<file path="config.mk">
export PLATFORM = sky130hd
export DESIGN_NAME = half_pel_row_filter
export DESIGN_NICKNAME = d
export VERILOG_FILES = /design/src/rtl/fme_pkg.sv /design/src/rtl/hpf_tap6.sv /design/src/rtl/half_pel_row_filter.sv
export SDC_FILE = /design/constraint.sdc
export NUM_CORES = 1
export LEC_CHECK = 0
export CAP_MARGIN = 20
export CORE_UTILIZATION = 30
export CTS_CLUSTER_DIAMETER = 120
export DETAILED_ROUTE_END_ITERATION = 8
export PLACE_DENSITY_LB_ADDON = 0.08
export SYNTH_ARGS = -nofsm -noshare
export SYNTH_HDL_FRONTEND = slang
export SYNTH_SLANG_ARGS = --single-unit
</file>
<file path="constraint.sdc">
create_clock -name clk -period 6.5 [get_ports clk]
set_input_delay 1.3 -clock clk [delete_from_list [all_inputs] [get_ports clk]]
set_output_delay 1.3 -clock clk [all_outputs]
set_load 0.005 [all_outputs]
</file>
<file path="src/rtl/fme_pkg.sv">
// -----------------------------------------------------------------------------
// fme_pkg
//   Shared definitions for the fractional motion estimation (FME) interpolation
//   datapath:
//     - pixel width (8) and filter intermediate width (15, signed)
//     - H.264 6-tap luma half-pel coefficients (1, -5, 20)
//     - rounding offset (16) and normalising shift (5)
//     - hsum_t: signed type for the raw 6-tap sum
//     - hpf_state_t: row-filter column state (FILL / RUN)
//     - round_clip(): (s + 16) >>> 5, saturated to 0..255
// -----------------------------------------------------------------------------
package fme_pkg;

  localparam int PIX_W = 8;
  localparam int SUM_W = 15;

  // Raw 6-tap sum. Its range is -2550..10710, which fits in 15 signed bits.
  typedef logic signed [SUM_W-1:0] hsum_t;

  // Coefficients for the outer (A,F), next (B,E) and centre (C,D) tap pairs.
  localparam hsum_t TAP_AF = 15'sd1;
  localparam hsum_t TAP_BE = -15'sd5;
  localparam hsum_t TAP_CD = 15'sd20;

  localparam hsum_t RND_OFS   = 15'sd16;
  localparam int    RND_SHIFT = 5;

  typedef enum logic {
    ST_FILL = 1'b0,  // window still being primed for this row
    ST_RUN  = 1'b1   // every accepted pixel completes a window
  } hpf_state_t;

  // Round to nearest and saturate to an unsigned pixel. The arithmetic shift
  // keeps negative sums negative, so the sign bit alone selects the low clip.
  function automatic logic [PIX_W-1:0] round_clip(input hsum_t s);
    hsum_t r;
    r = (s + RND_OFS) >>> RND_SHIFT;
    if (r[SUM_W-1]) begin
      round_clip = '0;
    end else if (r > 15'sd255) begin
      round_clip = '1;
    end else begin
      round_clip = r[PIX_W-1:0];
    end
  endfunction

endpackage

</file>
<file path="src/rtl/hpf_tap6.sv">
// -----------------------------------------------------------------------------
// hpf_tap6
//   Combinational H.264 6-tap half-pel kernel:
//     s = (a + f) - 5*(b + e) + 20*(c + d)
//   The result is the unrounded, unclipped signed sum. Shared by the
//   horizontal row filter and the vertical filter.
//
// Ports:
//   a..f  in  8   unsigned integer-pel taps, a is the oldest / leftmost
//   s     out 15  signed raw filter sum (hsum_t)
// -----------------------------------------------------------------------------
module hpf_tap6
  import fme_pkg::*;
(
  input  logic [PIX_W-1:0] a,
  input  logic [PIX_W-1:0] b,
  input  logic [PIX_W-1:0] c,
  input  logic [PIX_W-1:0] d,
  input  logic [PIX_W-1:0] e,
  input  logic [PIX_W-1:0] f,
  output hsum_t            s
);

  hsum_t ea, eb, ec, ed, ee, ef;

  // Zero-extend the unsigned taps into the signed domain before any subtraction.
  assign ea = hsum_t'({{(SUM_W-PIX_W){1'b0}}, a});
  assign eb = hsum_t'({{(SUM_W-PIX_W){1'b0}}, b});
  assign ec = hsum_t'({{(SUM_W-PIX_W){1'b0}}, c});
  assign ed = hsum_t'({{(SUM_W-PIX_W){1'b0}}, d});
  assign ee = hsum_t'({{(SUM_W-PIX_W){1'b0}}, e});
  assign ef = hsum_t'({{(SUM_W-PIX_W){1'b0}}, f});

  // Each pair sum is at most 510, so every product stays inside 15 bits.
  assign s = (TAP_AF * (ea + ef)) + (TAP_BE * (eb + ee)) + (TAP_CD * (ec + ed));

endmodule

</file>
<file path="src/rtl/half_pel_row_filter.sv">
// -----------------------------------------------------------------------------
// half_pel_row_filter
//   Streaming horizontal H.264 luma half-pel interpolator. Takes one
//   integer-pel row of ROW_LEN pixels. Once the 6-tap window A..F is full,
//   each accepted pixel launches one half-pel sample. That sample lies between
//   taps C and D and is emitted with C and D, so the quarter-pel averager can
//   use all three.
//
//   Pipeline: window (edge k) -> raw sum (edge k+1) -> rounded/clipped output
//   (edge k+2). Throughput is one sample per clock, and each row yields
//   ROW_LEN-5 samples.
//
// Handshake:
//   A beat transfers on a rising edge where valid && ready. The output
//   register is stalled whenever it holds data that is not being taken, and
//   that stall (en) freezes the whole pipeline, including the input side.
//   While out_valid=1 and out_ready=0, out_* hold steady.
//
// Optional build macro:
//   HPF_RAW_OUT_EN - adds out_hraw, the raw signed 6-tap sum aligned with
//                    out_hpel. When undefined, stage 2 keeps only the
//                    clipped byte.
//
// Ports:
//   clk         in   1   rising-edge clock
//   rst_n       in   1   asynchronous active-low reset
//   flush       in   1   synchronous abort of the current row and pipeline
//   in_valid    in   1   input pixel valid
//   in_ready    out  1   pixel can be accepted this cycle
//   in_pix      in   8   integer-pel luma sample
//   out_valid   out  1   output sample valid
//   out_ready   in   1   downstream accepts the output
//   out_hpel    out  8   clipped half-pel between taps C and D
//   out_fpel_l  out  8   full-pel tap C
//   out_fpel_r  out  8   full-pel tap D
//   out_last    out  1   last half-pel of the row
//   out_hraw    out  15  raw signed sum (HPF_RAW_OUT_EN only)
// -----------------------------------------------------------------------------
module half_pel_row_filter
  import fme_pkg::*;
#(
  parameter int ROW_LEN = 22,
  parameter int COL_W   = $clog2(ROW_LEN)
) (
  input  logic             clk,
  input  logic             rst_n,
  input  logic             flush,
  input  logic             in_valid,
  output logic             in_ready,
  input  logic [PIX_W-1:0] in_pix,
  output logic             out_valid,
  input  logic             out_ready,
  output logic [PIX_W-1:0] out_hpel,
  output logic [PIX_W-1:0] out_fpel_l,
  output logic [PIX_W-1:0] out_fpel_r,
  output logic             out_last
`ifdef HPF_RAW_OUT_EN
  ,
  output hsum_t            out_hraw
`endif
);

  localparam logic [COL_W-1:0] COL_LAST  = COL_W'(ROW_LEN - 1);
  // The window is complete once five pixels are already in it.
  localparam logic [COL_W-1:0] COL_FIRST = COL_W'(5);

  // ---------------------------------------------------------------------------
  // Handshake and global stall
  // ---------------------------------------------------------------------------
  logic en;
  logic accept;

  assign en       = !out_valid || out_ready;
  assign in_ready = en && !flush;
  assign accept   = in_valid && in_ready;

  // ---------------------------------------------------------------------------
  // Column FSM: FILL primes the window, RUN launches one output per pixel
  // ---------------------------------------------------------------------------
  hpf_state_t       state, state_nxt;
  logic [COL_W-1:0] col, col_nxt;
  logic             launch;
  logic             row_end;

  assign row_end = (col == COL_LAST);
  assign launch  = accept && (state == ST_RUN);

  always_comb begin
    col_nxt   = col;
    state_nxt = state;
    if (flush) begin
      col_nxt   = '0;
      state_nxt = ST_FILL;
    end else if (accept) begin
      if (row_end) begin
        col_nxt   = '0;
        state_nxt = ST_FILL;
      end else begin
        col_nxt = col + 1'b1;
        if (col_nxt == COL_FIRST) begin
          state_nxt = ST_RUN;
        end
      end
    end
  end

  always_ff @(posedge clk or negedge rst_n) begin
    if (!rst_n) begin
      col   <= '0;
      state <= ST_FILL;
    end else begin
      col   <= col_nxt;
      state <= state_nxt;
    end
  end

  // ---------------------------------------------------------------------------
  // Tap window: A is oldest, new pixels enter at F. It is not cleared between
  // rows or on flush, because the next FILL phase overwrites all six taps.
  // ---------------------------------------------------------------------------
  logic [PIX_W-1:0] wa, wb, wc, wd, we, wf;
  logic             w_valid;  // window holds a completed, not-yet-summed set
  logic             w_last;

  always_ff @(posedge clk or negedge rst_n) begin
    if (!rst_n) begin
      wa <= '0;
      wb <= '0;
      wc <= '0;
      wd <= '0;
      we <= '0;
      wf <= '0;
    end else if (accept) begin
      wa <= wb;
      wb <= wc;
      wc <= wd;
      wd <= we;
      we <= wf;
      wf <= in_pix;
    end
  end

  always_ff @(posedge clk or negedge rst_n) begin
    if (!rst_n) begin
      w_valid <= 1'b0;
      w_last  <= 1'b0;
    end else if (flush) begin
      w_valid <= 1'b0;
      w_last  <= 1'b0;
    end else if (en) begin
      // Without a launch this clears the flag, so no bubble is ever marked valid.
      w_valid <= launch;
      w_last  <= launch && row_end;
    end
  end

  // ---------------------------------------------------------------------------
  // Stage 1: raw 6-tap sum plus the C/D taps that go with it
  // ---------------------------------------------------------------------------
  hsum_t            sum;
  logic             s1_valid;
  logic             s1_last;
  hsum_t            s1_sum;
  logic [PIX_W-1:0] s1_c, s1_d;

  hpf_tap6 u_tap6 (
    .a (wa),
    .b (wb),
    .c (wc),
    .d (wd),
    .e (we),
    .f (wf),
    .s (sum)
  );

  always_ff @(posedge clk or negedge rst_n) begin
    if (!rst_n) begin
      s1_valid <= 1'b0;
      s1_last  <= 1'b0;
      s1_sum   <= '0;
      s1_c     <= '0;
      s1_d     <= '0;
    end else if (flush) begin
      s1_valid <= 1'b0;
      s1_last  <= 1'b0;
    end else if (en) begin
      s1_valid <= w_valid;
      s1_last  <= w_last;
      // The window can shift on this same edge. The sum uses the pre-edge taps.
      if (w_valid) begin
        s1_sum <= sum;
        s1_c   <= wc;
        s1_d   <= wd;
      end
    end
  end

  // ---------------------------------------------------------------------------
  // Stage 2: rounded and clipped output register
  // ---------------------------------------------------------------------------
  always_ff @(posedge clk or negedge rst_n) begin
    if (!rst_n) begin
      out_valid  <= 1'b0;
      out_last   <= 1'b0;
      out_hpel   <= '0;
      out_fpel_l <= '0;
      out_fpel_r <= '0;
    end else if (flush) begin
      out_valid <= 1'b0;
      out_last  <= 1'b0;
    end else if (en) begin
      out_valid <= s1_valid;
      out_last  <= s1_valid && s1_last;
      if (s1_valid) begin
        out_hpel   <= round_clip(s1_sum);
        out_fpel_l <= s1_c;
        out_fpel_r <= s1_d;
      end
    end
  end

`ifdef HPF_RAW_OUT_EN
  // Raw sum for the vertical pass, which forms the centre (j) position from it.
  always_ff @(posedge clk or negedge rst_n) begin
    if (!rst_n) begin
      out_hraw <= '0;
    end else if (!flush && en && s1_valid) begin
      out_hraw <= s1_sum;
    end
  end
`endif

endmodule

</file>
# [After elaboration in Yosys (flattened, before gate mapping)]
# Index checks and enable logic that the tools add are counted.
[totals] reg_bits=115 output_inout_bits=27
[classes] addsub=7 mul=2 magnitude_cmp=1 eq_ne=2 muxes=21 bitwise=1 reduce_logical=14
[op_table] op="15-bit adder" count=2
[op_table] op="8-bit by 8-bit adder with 9-bit output" count=3
[op_table] op="1-bit two-way mux" count=16
[op_table] op="8-bit two-way mux" count=2
[op_table] op="15-bit by 6-bit adder with 15-bit output (second input constant)" count=1
[op_table] op="4-bit by 15-bit multiplier with 13-bit output (first input constant)" count=1
[op_table] op="4-bit by 15-bit multiplier with 15-bit output (first input constant)" count=1
[op_table] op="5-bit two-way mux" count=3
[op_table] op="10-bit by 9-bit greater-than comparator with 1-bit output (second input constant)" count=1
[op_table] op="3-bit AND reduction" count=2
[op_table] op="5-bit by 1-bit adder with 5-bit output (second input constant)" count=1
[op_table] op="5-bit by 3-bit equality test with 1-bit output (second input constant)" count=1
[op_table] op="5-bit equality test (second input constant)" count=1
[op_table] op="1-bit logical AND" count=5
[op_table] op="2-bit nonzero test" count=2
[op_table] op="3-bit nonzero test" count=1
[op_table] op="1-bit zero test" count=2
[op_table] op="2-bit AND reduction" count=1
[op_table] op="1-bit logical OR" count=1
[op_table] op="1-bit inverter" count=1

# [Depth between registers and ports, before layout]
[logic_depth] word_depth=8 depth_mapped=22 ltp_nobuf=22

# [By module]
# A second synthesis with hierarchy kept.
[unflattened] cells_unflattened=629 area_unflattened_um2=7269.5
[modules_own_cells] module="half_pel_row_filter" n_inst=1 cells_per_inst=316 area_per_inst_um2=4565.6
[modules_own_cells] module="hpf_tap6" n_inst=1 cells_per_inst=313 area_per_inst_um2=2703.8

# [Worst setup path after synthesis]
# OpenSTA, ideal clock, no wires.
[synth_timing] kind="register -> register" from="reg wd[0]" to="reg s1_sum[12]" arrival_time_ns=5.521 t_required_ns=6.374 setup_slack_ns=0.853 stages_incl_launch_ff=22 n_path_buf=0 synth_period_minus_slack_ns=5.647 cell_sequence="dfrtp_1 > ha_1 > fa_1 > a21o_1 > a21oi_2 > xnor2_1 > and2_1 > or2_1 > fa_1 > fa_1 > inv_1 > fa_1 > inv_1 > fa_1 > inv_1 > ha_1 > ha_1 > o21ai_0 > a21oi_1 > o32ai_2 > nor3_1 > a221o_1"
[synth_via] elab_chain_len=3
[synth_lines] item="start: declaration" line="half_pel_row_filter.sv:121" rtl="logic [PIX_W-1:0] wa, wb, wc, wd, we, wf;"
[synth_lines] item="start signal: assignment" line="half_pel_row_filter.sv:137" rtl="wd <= we;"
[synth_lines] item="8-bit by 8-bit adder with 9-bit output" line="hpf_tap6.sv:35" rtl="assign s = (TAP_AF * (ea + ef)) + (TAP_BE * (eb + ee)) + (TAP_CD * (ec + ed));"
[synth_lines] item="4-bit by 15-bit multiplier with 13-bit output" line="hpf_tap6.sv:35"
[synth_lines] item="15-bit adder" line="hpf_tap6.sv:35"
[synth_lines] item="end signal: assignment" line="half_pel_row_filter.sv:191" rtl="s1_sum <= sum;"
[synth_lines] item="end: declaration" line="half_pel_row_filter.sv:163" rtl="hsum_t s1_sum;"
# No other way between the ends.
# A chain may end at the register's enable or synchronous reset.

# [Final worst setup path]
# Ends and elaborated chain as after synthesis.

==> run_results.csv <==
group,metric,value,unit
die,start_util,0.309,
worst_setup_path,regToRegSetupSlack,0.43,ns
finish,final.fill_count,2410,
grt,grt.total_usage,0.141,
grt,grt_pass1_wl,27500,um
drt,dr.pass1.iters,4,
drt,vias,5181,
die,die_area,25100,um^2
logic_synthesis,synth_area_leaders,"dfrtp_1 (38%), ha_1 (13%), nand2_1 (8.9%), fa_1 (7.6%), mux2_2 (5.2%)",
worst_setup_path,path_buf_inv,3,
finish,layout.nets,895,
clocking,holdBufCountCts,0,
drt,vias_per_cell,4.70,
worst_setup_path,cp_top_family,"adder cells",
logic_synthesis,yosysTopAreaCellShare,0.379,
sta,period_share,0.934,
die,io-pin-count,40,
logic_synthesis,synth_cells,747,
finish,insertedDiodeCount,0,
sta,slew_headroom,0.492,
sta,fin_crit,6.07,ns
logic_synthesis,synth_flop_cell,"dfrtp_1",
worst_setup_path,cp_slowest_cell,"fa_1",
worst_setup_path,cp-start-kind,"flip-flop",
finish,syn2layout_area_growth,13.6,%
worst_setup_path,slowest_delay,0.52,ns
worst_setup_path,crit_type,"flip-flop to flip-flop",
die,num_rows,56,
drt,drt_iter0_drc,287,
clocking,insertion_delay,0.36,ns
clocking,h-tree-depth,3,
finish,final_cell_mix,"nand2_1 (174), dfrtp_1 (111), ha_1 (75)",
outcome,status,"finished, final reports clean",
sta,setup_viol,0,
sta,tightest_slew,0.762,ns
worst_setup_path,worstPathCellList,"ha_1 -> fa_1 -> a21o_1 -> a21oi_2 -> xnor2_1 -> and2_1 -> or2_1 -> fa_1 -> fa_1 -> inv_1 -> fa_1 -> inv_1 -> fa_1 -> inv_1 -> ha_1 -> ha_1 -> o21ai_0 -> a21oi_1 -> o32ai_2 -> nor3_1 -> a221o_1",
worst_hold_path,hp-class,"flip-flop to flip-flop",
worst_setup_path,critPathArrivalTime,6.31,ns
grt,grt_pass1_vias,5389,
worst_setup_path,worst_ep_required_time,6.74,ns
grt,antenna_found_initial,0,
place,gp_congestion,0.811,
place,io_buffers,39,
logic_synthesis,async_flop_share,1.00,
clocking,cts_buffers,9,
die,core_area,23800,um^2
worst_setup_path,cp_common_cell,"fa_1",
grt,gr-total-overflow,0,
logic_synthesis,ys_ff_latch,111,
sta,final_max_slew_viol_count,0,
run,drv_cap,0,
drt,drcViolationCount,0,
sta,setup_tns,0,ns
clocking,cts_num_sinks,111,
grt,grt_start_max_net_pins,59,
clocking,cts_tree,"built",
finish,largest_reg_flops,11,
logic_synthesis,syn_area_per_cell,9.82,um^2
logic_synthesis,synth_area,7330,um^2
worst_setup_path,crit_fanout,4,
place,hpwl,12400,um
logic_synthesis,yosysTopAreaCell,"dfrtp_1",
finish,drive_above_1_share,0.0894,
sta,rsz0062_at_grt,"false",
sta,fin_skew,0.0109,ns
drt,ant_nets,0,
die,die_h,158,um
worst_setup_path,crit_path_end_kind,"flip-flop",
sta,hold_viol,0,
clocking,clockBufferDepth,2,
sta,fmax,165,MHz
logic_synthesis,yosysSeqAreaShare,0.379,
logic_synthesis,yosys_warnings,0,
logic_synthesis,synth_nets,863,
logic_synthesis,ys_types,67,
drt,wl_per_cell,14.7,um
clocking,postCtsSetupRepairBufs,0,
finish,final_common_cell,"nand2_1",
finish,top_register,"s1_sum",
clocking,cts-resized-gates,0,
clocking,cts.clk_slew.worst_paths,0.08,ns
logic_synthesis,synth-edff-count,0,
die,die_x,158,um
drt,wirelength,16200,um
clocking,root_buffer,"clkbuf_16",
[metal layers]
metal | vias up | track usage | wire length [um]
li1 | 2601 | - | -
met1 | 2514 | 0.186 | 8090
met2 | 54 | 0.237 | 7580
met3 | 12 | 0.0231 | 315
met4 | 0 | 0.0362 | 199
met5 | - | 0 | 0
[worst register-to-register path, delay by kind of cell (launching register included)]
| family | cells | cell delay [ns] |
|---|---|---|
| simple gates | 3 | 0.52 |
| flops | 1 | 0.42 |
| xor+xnor | 1 | 0.14 |
| fa+ha+maj | 8 | 3.28 |
| compound gates | 6 | 1.44 |
| buf+inv | 3 | 0.14 |
[cell usage after synthesis (2+ instances only)]
master / n
o21ai_0: 28
or3_1: 3
and3_2: 2
xnor2_1: 23
a211o_1: 5
o31ai_1: 6
o211ai_1: 3
clkbuf_1: 6
and4_1: 2
or2_2: 2
nand4_1: 8
and3_1: 2
a31oi_1: 2
o21a_1: 5
nand2_1: 174
a22o_1: 3
ha_1: 75
o22ai_1: 2
fa_1: 28
nor3_1: 4
buf_4: 2
nor2b_1: 5
o21bai_1: 3
nand3b_1: 2
mux2_2: 34
a21oi_1: 22
nand4b_1: 2
o21ai_1: 3
nor3b_1: 3
nor2_1: 31
dfrtp_1: 111
a21oi_2: 2
a21o_1: 10
buf_2: 11
and2_1: 3
nand3_1: 9
nor4_1: 4
o31a_1: 3
nand2b_1: 3
xor2_1: 18
inv_1: 52
a211oi_1: 6
[kinds of logic after synthesis]
kind of cell | count (synthesis) | synth area share
xor+xnor | 41 | 0.0490
flops | 111 | 0.379
mux | 35 | 0.0536
simple gates | 265 | 0.158
compound gates | 118 | 0.113
fa+ha+maj | 103 | 0.204
buf+inv | 74 | 0.0433
[final timing paths]
path,from,to,depth (start not counted)
worst max-delay path,wd[0]$_DFFE_PN0P_,s1_sum[12]$_DFFE_PN0P_,21
worst min-delay path,out_hpel[6]$_DFFE_PN0P_,out_hpel[6]$_DFFE_PN0P_,2
worst max register to register,wd[0]$_DFFE_PN0P_,s1_sum[12]$_DFFE_PN0P_,21
worst min register to register,out_hpel[6]$_DFFE_PN0P_,out_hpel[6]$_DFFE_PN0P_,2
max in group asynchronous,rst_n,wa[5]$_DFFE_PN0P_,2
min in group asynchronous,rst_n,out_hpel[3]$_DFFE_PN0P_,1
[area by class of cell]
type	count	area, um^2	share of cell area
Inverter	52	195	0.0234
Timing Repair Buffer	43	418	0.0502
Clock inverter	6	78.8	0.00946
Sequential cell	111	2780	0.333
Clock buffer	9	225	0.0270
Multi-Input combinational cell	562	4240	0.509
Tap cell	319	399	0.0479
[through the flow]
stage	util	setup WS, ns	instances	hold WS (ns)	area [um^2]
floorplan	-	0.853	747	0.450	7330
global placement	0.338	0.501	1087	0.468	8030
detailed placement	0.338	0.414	1087	0.468	8030
CTS	0.351	0.365	1102	0.485	8330
global route	0.351	0.111	1102	0.512	8330
finish	0.351	0.428	1102	0.475	8330
Power is not shown: default switching activity piles up to over one toggle a cycle in this logic, so the estimate is an artifact.
